$ cat src/rtl/snake_pkg.sv
// Shared collision codes and limits for the snake game datapath.
package snake_pkg;

    localparam logic [1:0] COLL_NONE  = 2'b00;
    localparam logic [1:0] COLL_APPLE = 2'b01;
    localparam logic [1:0] COLL_WALL  = 2'b10;

    localparam int MAX_SNAKES = 8;

    // Isolates the lowest set bit so that only one snake can win the apple.
    function automatic logic [MAX_SNAKES-1:0] lowest_set(input logic [MAX_SNAKES-1:0] v);
        return v & (~v + MAX_SNAKES'(1));
    endfunction

endpackage

$ cat src/rtl/snake_collision_lane.sv
// Per-snake frame accumulator for the wall and apple hit flags.
module snake_collision_lane (
    input  logic clk,
    input  logic rst,
    input  logic clr,
    input  logic pix_valid,
    input  logic frame_end,
    input  logic wall_term,
    input  logic apple_term,
    output logic wall_now,
    output logic apple_now
);

    logic wall_acc;
    logic apple_acc;

    // The pixel on the frame_end cycle still belongs to the frame being closed.
    assign wall_now  = wall_acc  | (pix_valid & wall_term);
    assign apple_now = apple_acc | (pix_valid & apple_term);

    always_ff @(posedge clk or posedge rst) begin
        if (rst) begin
            wall_acc  <= 1'b0;
            apple_acc <= 1'b0;
        end else if (clr || frame_end) begin
            wall_acc  <= 1'b0;
            apple_acc <= 1'b0;
        end else begin
            wall_acc  <= wall_now;
            apple_acc <= apple_now;
        end
    end

endmodule

$ cat src/rtl/snake_collision_arbiter.sv
// Frame collision resolver and event register for NUM_SNAKES snakes.
// Define SNAKE_HEAD2HEAD_EN to treat head-on-head overlap as a wall hit.
module snake_collision_arbiter
    import snake_pkg::*;
#(
    parameter int NUM_SNAKES = 2
) (
    input  logic                    clk,
    input  logic                    rst,
    input  logic                    clr,
    input  logic                    pix_valid,
    input  logic                    frame_end,
    input  logic                    border,
    input  logic                    apple,
    input  logic                    apple_en,
    input  logic [NUM_SNAKES-1:0]   head,
    input  logic [NUM_SNAKES-1:0]   body,
    output logic                    evt_valid,
    input  logic                    evt_ready,
    output logic [2*NUM_SNAKES-1:0] evt_code,
    output logic                    overrun
);

    logic [NUM_SNAKES-1:0]   wall_now;
    logic [NUM_SNAKES-1:0]   apple_now;
    logic [NUM_SNAKES-1:0]   apple_win;
    logic [MAX_SNAKES-1:0]   apple_win_ext;
    logic [2*NUM_SNAKES-1:0] res_code_p0;
    logic                    res_any_p0;

    for (genvar i = 0; i < NUM_SNAKES; i++) begin : g_lane
        logic head_clash;
        logic wall_term;
        logic apple_term;

`ifdef SNAKE_HEAD2HEAD_EN
        assign head_clash = head[i] & |(head & ~(NUM_SNAKES'(1) << i));
`else
        assign head_clash = 1'b0;
`endif
        // Any snake's body counts, including the snake's own.
        assign wall_term  = (head[i] & (border | (|body))) | head_clash;
        assign apple_term = head[i] & apple & apple_en;

        snake_collision_lane u_lane (
            .clk        (clk),
            .rst        (rst),
            .clr        (clr),
            .pix_valid  (pix_valid),
            .frame_end  (frame_end),
            .wall_term  (wall_term),
            .apple_term (apple_term),
            .wall_now   (wall_now[i]),
            .apple_now  (apple_now[i])
        );
    end

    // A snake that hit a wall is out of the apple race.
    assign apple_win_ext = lowest_set(MAX_SNAKES'(apple_now & ~wall_now));
    assign apple_win     = apple_win_ext[NUM_SNAKES-1:0];

    always_comb begin
        res_code_p0 = '0;
        for (int i = 0; i < NUM_SNAKES; i++) begin
            if (wall_now[i])
                res_code_p0[2*i +: 2] = COLL_WALL;
            else if (apple_win[i])
                res_code_p0[2*i +: 2] = COLL_APPLE;
            else
                res_code_p0[2*i +: 2] = COLL_NONE;
        end
    end

    assign res_any_p0 = |res_code_p0;

    // ---- stage p1: event register ----
    always_ff @(posedge clk or posedge rst) begin
        if (rst) begin
            evt_valid <= 1'b0;
            evt_code  <= '0;
            overrun   <= 1'b0;
        end else if (clr) begin
            evt_valid <= 1'b0;
            evt_code  <= '0;
            overrun   <= 1'b0;
        end else if (frame_end && res_any_p0) begin
            if (!evt_valid || evt_ready) begin
                evt_valid <= 1'b1;
                evt_code  <= res_code_p0;
            end else begin
                overrun <= 1'b1;
            end
        end else if (evt_valid && evt_ready) begin
            evt_valid <= 1'b0;
        end
    end

endmodule

$ cat config.mk
export PLATFORM = sky130hd
export DESIGN_NAME = snake_collision_arbiter
export DESIGN_NICKNAME = d
export VERILOG_FILES = /design/src/rtl/snake_pkg.sv /design/src/rtl/snake_collision_lane.sv /design/src/rtl/snake_collision_arbiter.sv
export SDC_FILE = /design/constraint.sdc
export NUM_CORES = 1
export LEC_CHECK = 0
export ABC_AREA = 1
export CORE_AREA = 2 2 39 41
export CTS_BUF_LIST = sky130_fd_sc_hd__clkbuf_4 sky130_fd_sc_hd__clkbuf_8
export CTS_CLUSTER_DIAMETER = 80
export CTS_CLUSTER_SIZE = 10
export DETAILED_ROUTE_END_ITERATION = 12
export DIE_AREA = 0 0 41 43
export PLACE_DENSITY = 0.79
export SKIP_CTS_REPAIR_TIMING = 1
export SYNTH_ARGS = -nofsm -noshare
export SYNTH_HDL_FRONTEND = slang
export SYNTH_SLANG_ARGS = --single-unit
$ cat constraint.sdc
create_clock -name clk -period 1.7 [get_ports clk]
set_clock_uncertainty 0.2 [all_clocks]
set_input_delay 0.34 -clock clk [delete_from_list [all_inputs] [get_ports clk]]
set_output_delay 0.34 -clock clk [all_outputs]
set_load 0.02 [all_outputs]
==> flow_summary.ini <==
[outcome]
status = complete, no violations

[timing]
setup_tns_ns = 0
min_period_ns = 1.57
fmax_mhz = 637
relSlewSlack_pct = 74.1
tightest_slew_ns = 0.389
rsz0062_at_grt = no
min_period_over_period_pct = 92.4
holdWs_ns = 0.142
setup_viol = 0
slew_viol_final = 0
final_hold_viol_count = 0
worst_slack_ns = 0.130

[floorplanning]
rows = 14
die_area_um2 = 1760
core_um2 = 1380
die_x_um = 41
start_util_pct = 38.5
dieHeight_um = 43
pin_count = 19

[power]
p_int_w = 0.000438
clock_power_share_pct = 36.9
vdd_drop_max_mv = 0.367
switching_share_pct = 26.0
powerDensity_nw_per_um2 = 727
p_switching_w = 0.000154
p_leak_nw = 0.491
pwr-share-seq_pct = 42.3
pwr-share-comb_pct = 20.8

[placement]
place.gp.congestion = 0.831
post_dp_cell_area_um2 = 763
dp_hpwl_um = 851
dp_slack_ns = -0.170
port_buffers = 18

[finish]
multi_input_area_um2 = 241
design_area_um2 = 815
nNetsFinal = 102
drive_above_1_share_pct = 23.9
ff_latch_area_um2 = 250
antenna_cells = 0
area_growth_pct = 52.8
n_fill_cell = 116

[logic_synthesis]
syn_inst = 62
ys_seq_area_share_pct = 46.9
synth-seq-cells = 10
synth_top_cells_by_area = dfrtp_1 47%, nand2_1 9.2%, nand3_4 6.6%, nor2_1 6.3%, a21oi_4 6.1%
synth_warnings = 0
synth_top_area_share_pct = 46.9
syn_avg_cell_area_um2 = 8.60
synth_area_um2 = 533
synth_nets = 75
synth_top_area_cell = dfrtp_1
ys_types = 16

[worst_setup_path]
startpoint_type = input pin
r2r_start = g_lane[1].u_lane.apple_acc$_DFF_PP0_
critPathMaxFanout = 7
r2r-end = evt_code[0]$_DFFE_PP0P_
required_ns = 1.66
endpoint_kind = flop
crit_type = in2reg
reg2reg_slack_ns = 0.36
worstPathArrival_ns = 1.53
reg2regPathDepth = 7

[cts]
cts_buffers = 3
cts_root_buffer = clkbuf_4
cts_tree = done
clk_latency_ns = 0.27
htreeDepth = 1
clk_path_buf_depth = 2
clock-sinks = 10
clk_pin_slew_ns = 0.07

[routing]
routedWlPerCell_um = 10.4
drt_iter0_drc = 5
wirelength_um = 1090
first_pass_iters = 4
drc_errors = 0
vias_per_cell = 4.69
num_vias = 488
antenna_left = 0

[global_route]
globalRouteMet3Util_pct = 6.28
grt_pass1_wl_um = 1680
grt_use_met1_pct = 17.8
grt_use_met2_pct = 20.3
grt-busiest-layer = met2
grt_overflow_total = 0
grt_pass1_vias = 429
antenna_found_initial = 0
grt_max_degree = 11
grt_usage_pct = 14.7

[worst_hold_path]
hp-class = in2async

[run]
drv_cap = 0
==> state kept, by name, summed over array words and instances, names as in the netlist <==
register	cells
g_lane.u_lane.wall_acc	2
evt_valid	1
g_lane.u_lane.apple_acc	2
overrun	1
evt_code	4
==> cells in the mapped netlist <==
cell / n
a21oi_1: 1
a21oi_4: 2
clkinv_1: 2
dfrtp_1: 10
inv_1: 6
inv_2: 3
nand2_1: 13
nand2_2: 2
nand3_1: 6
nand3_4: 2
nor2_1: 9
nor2_2: 2
o21ai_1: 1
o21ai_2: 1
o21bai_2: 1
or2_1: 1
==> final cells by class <==
| cell class | instances | area share [%] |
|---|---|---|
| flip-flops and latches | 10 | 30.7 |
| repair buffers | 22 | 27.6 |
| multi-input cells | 41 | 29.6 |
| inverters | 11 | 5.07 |
| clock buffers | 4 | 4.45 |
| well taps | 16 | 2.46 |
==> worst max-delay path by stage <==
stage	startpoint	to	slack [ns]	cells after the start
final	body[1]	evt_code[0]$_DFFE_PP0P_	0.13	9
after global routing	body[1]	evt_code[2]$_DFFE_PP0P_	0.003	9
after CTS	evt_code[3]$_DFFE_PP0P_	evt_code[3]	-0.08	1
after detailed placement	body[1]	evt_code[2]$_DFFE_PP0P_	-0.17	9
after global placement	body[1]	evt_code[0]$_DFFE_PP0P_	-0.13	9
after floorplan	body[1]	evt_code[0]$_DFFE_PP0P_	0.35	8
==> per-stage QoR <==
step,utilization [%],cells,power (W)
after floorplan,-,62,0.000319
after global placement,55.2,100,0.000377
after detailed placement,55.2,100,0.000380
after CTS,57.8,104,0.000595
after global routing,58.9,104,0.000621
final,58.9,104,0.000592
==> power by group through the flow <==
stage               Combinational [W]  Sequential (W)  Clock, W
floorplan                   0.0000566        0.000263         0
global placement             0.000123        0.000255         0
detailed placement           0.000125        0.000255         0
CTS                          0.000126        0.000251  0.000218
global route                 0.000135        0.000251  0.000235
finish                       0.000123        0.000250  0.000219
==> metal layers <==
metal  part of all wire (%)  wire, µm
met1                     41       449
met5                      0         0
met3                    8.1        88
met4                    2.6        28
met2                     48       519
==> layout by cell type, fill, tap and decap left out, types with 3 or more instances in the layout <==
master	n
nand2_1	13
dlymetal6s2s_1	6
nor2_1	9
inv_2	3
inv_1	6
clkdlybuf4s50_1	12
clkbuf_4	3
dfrtp_1	10
buf_4	4
nand3_1	6
==> cells by family (layout without fill, tap and decap cells) <==
group | after synthesis | after routing | share of synthesized area [%]
simple gates | 35 | 35 | 33.6
buf+inv | 11 | 37 | 7.75
flops | 10 | 10 | 46.9
compound gates | 6 | 6 | 11.7
==> critical path, stage by stage <==
cell and delay [ns]:
clkdlybuf4s50_1 0.41, nor2_2 0.12, nand2_2 0.09, a21oi_4 0.19, nand3_4 0.10, nand3_4 0.11
nand2_2 0.06, nand2_1 0.05, nand2_1 0.05
(Power assumes the default switching activity.)
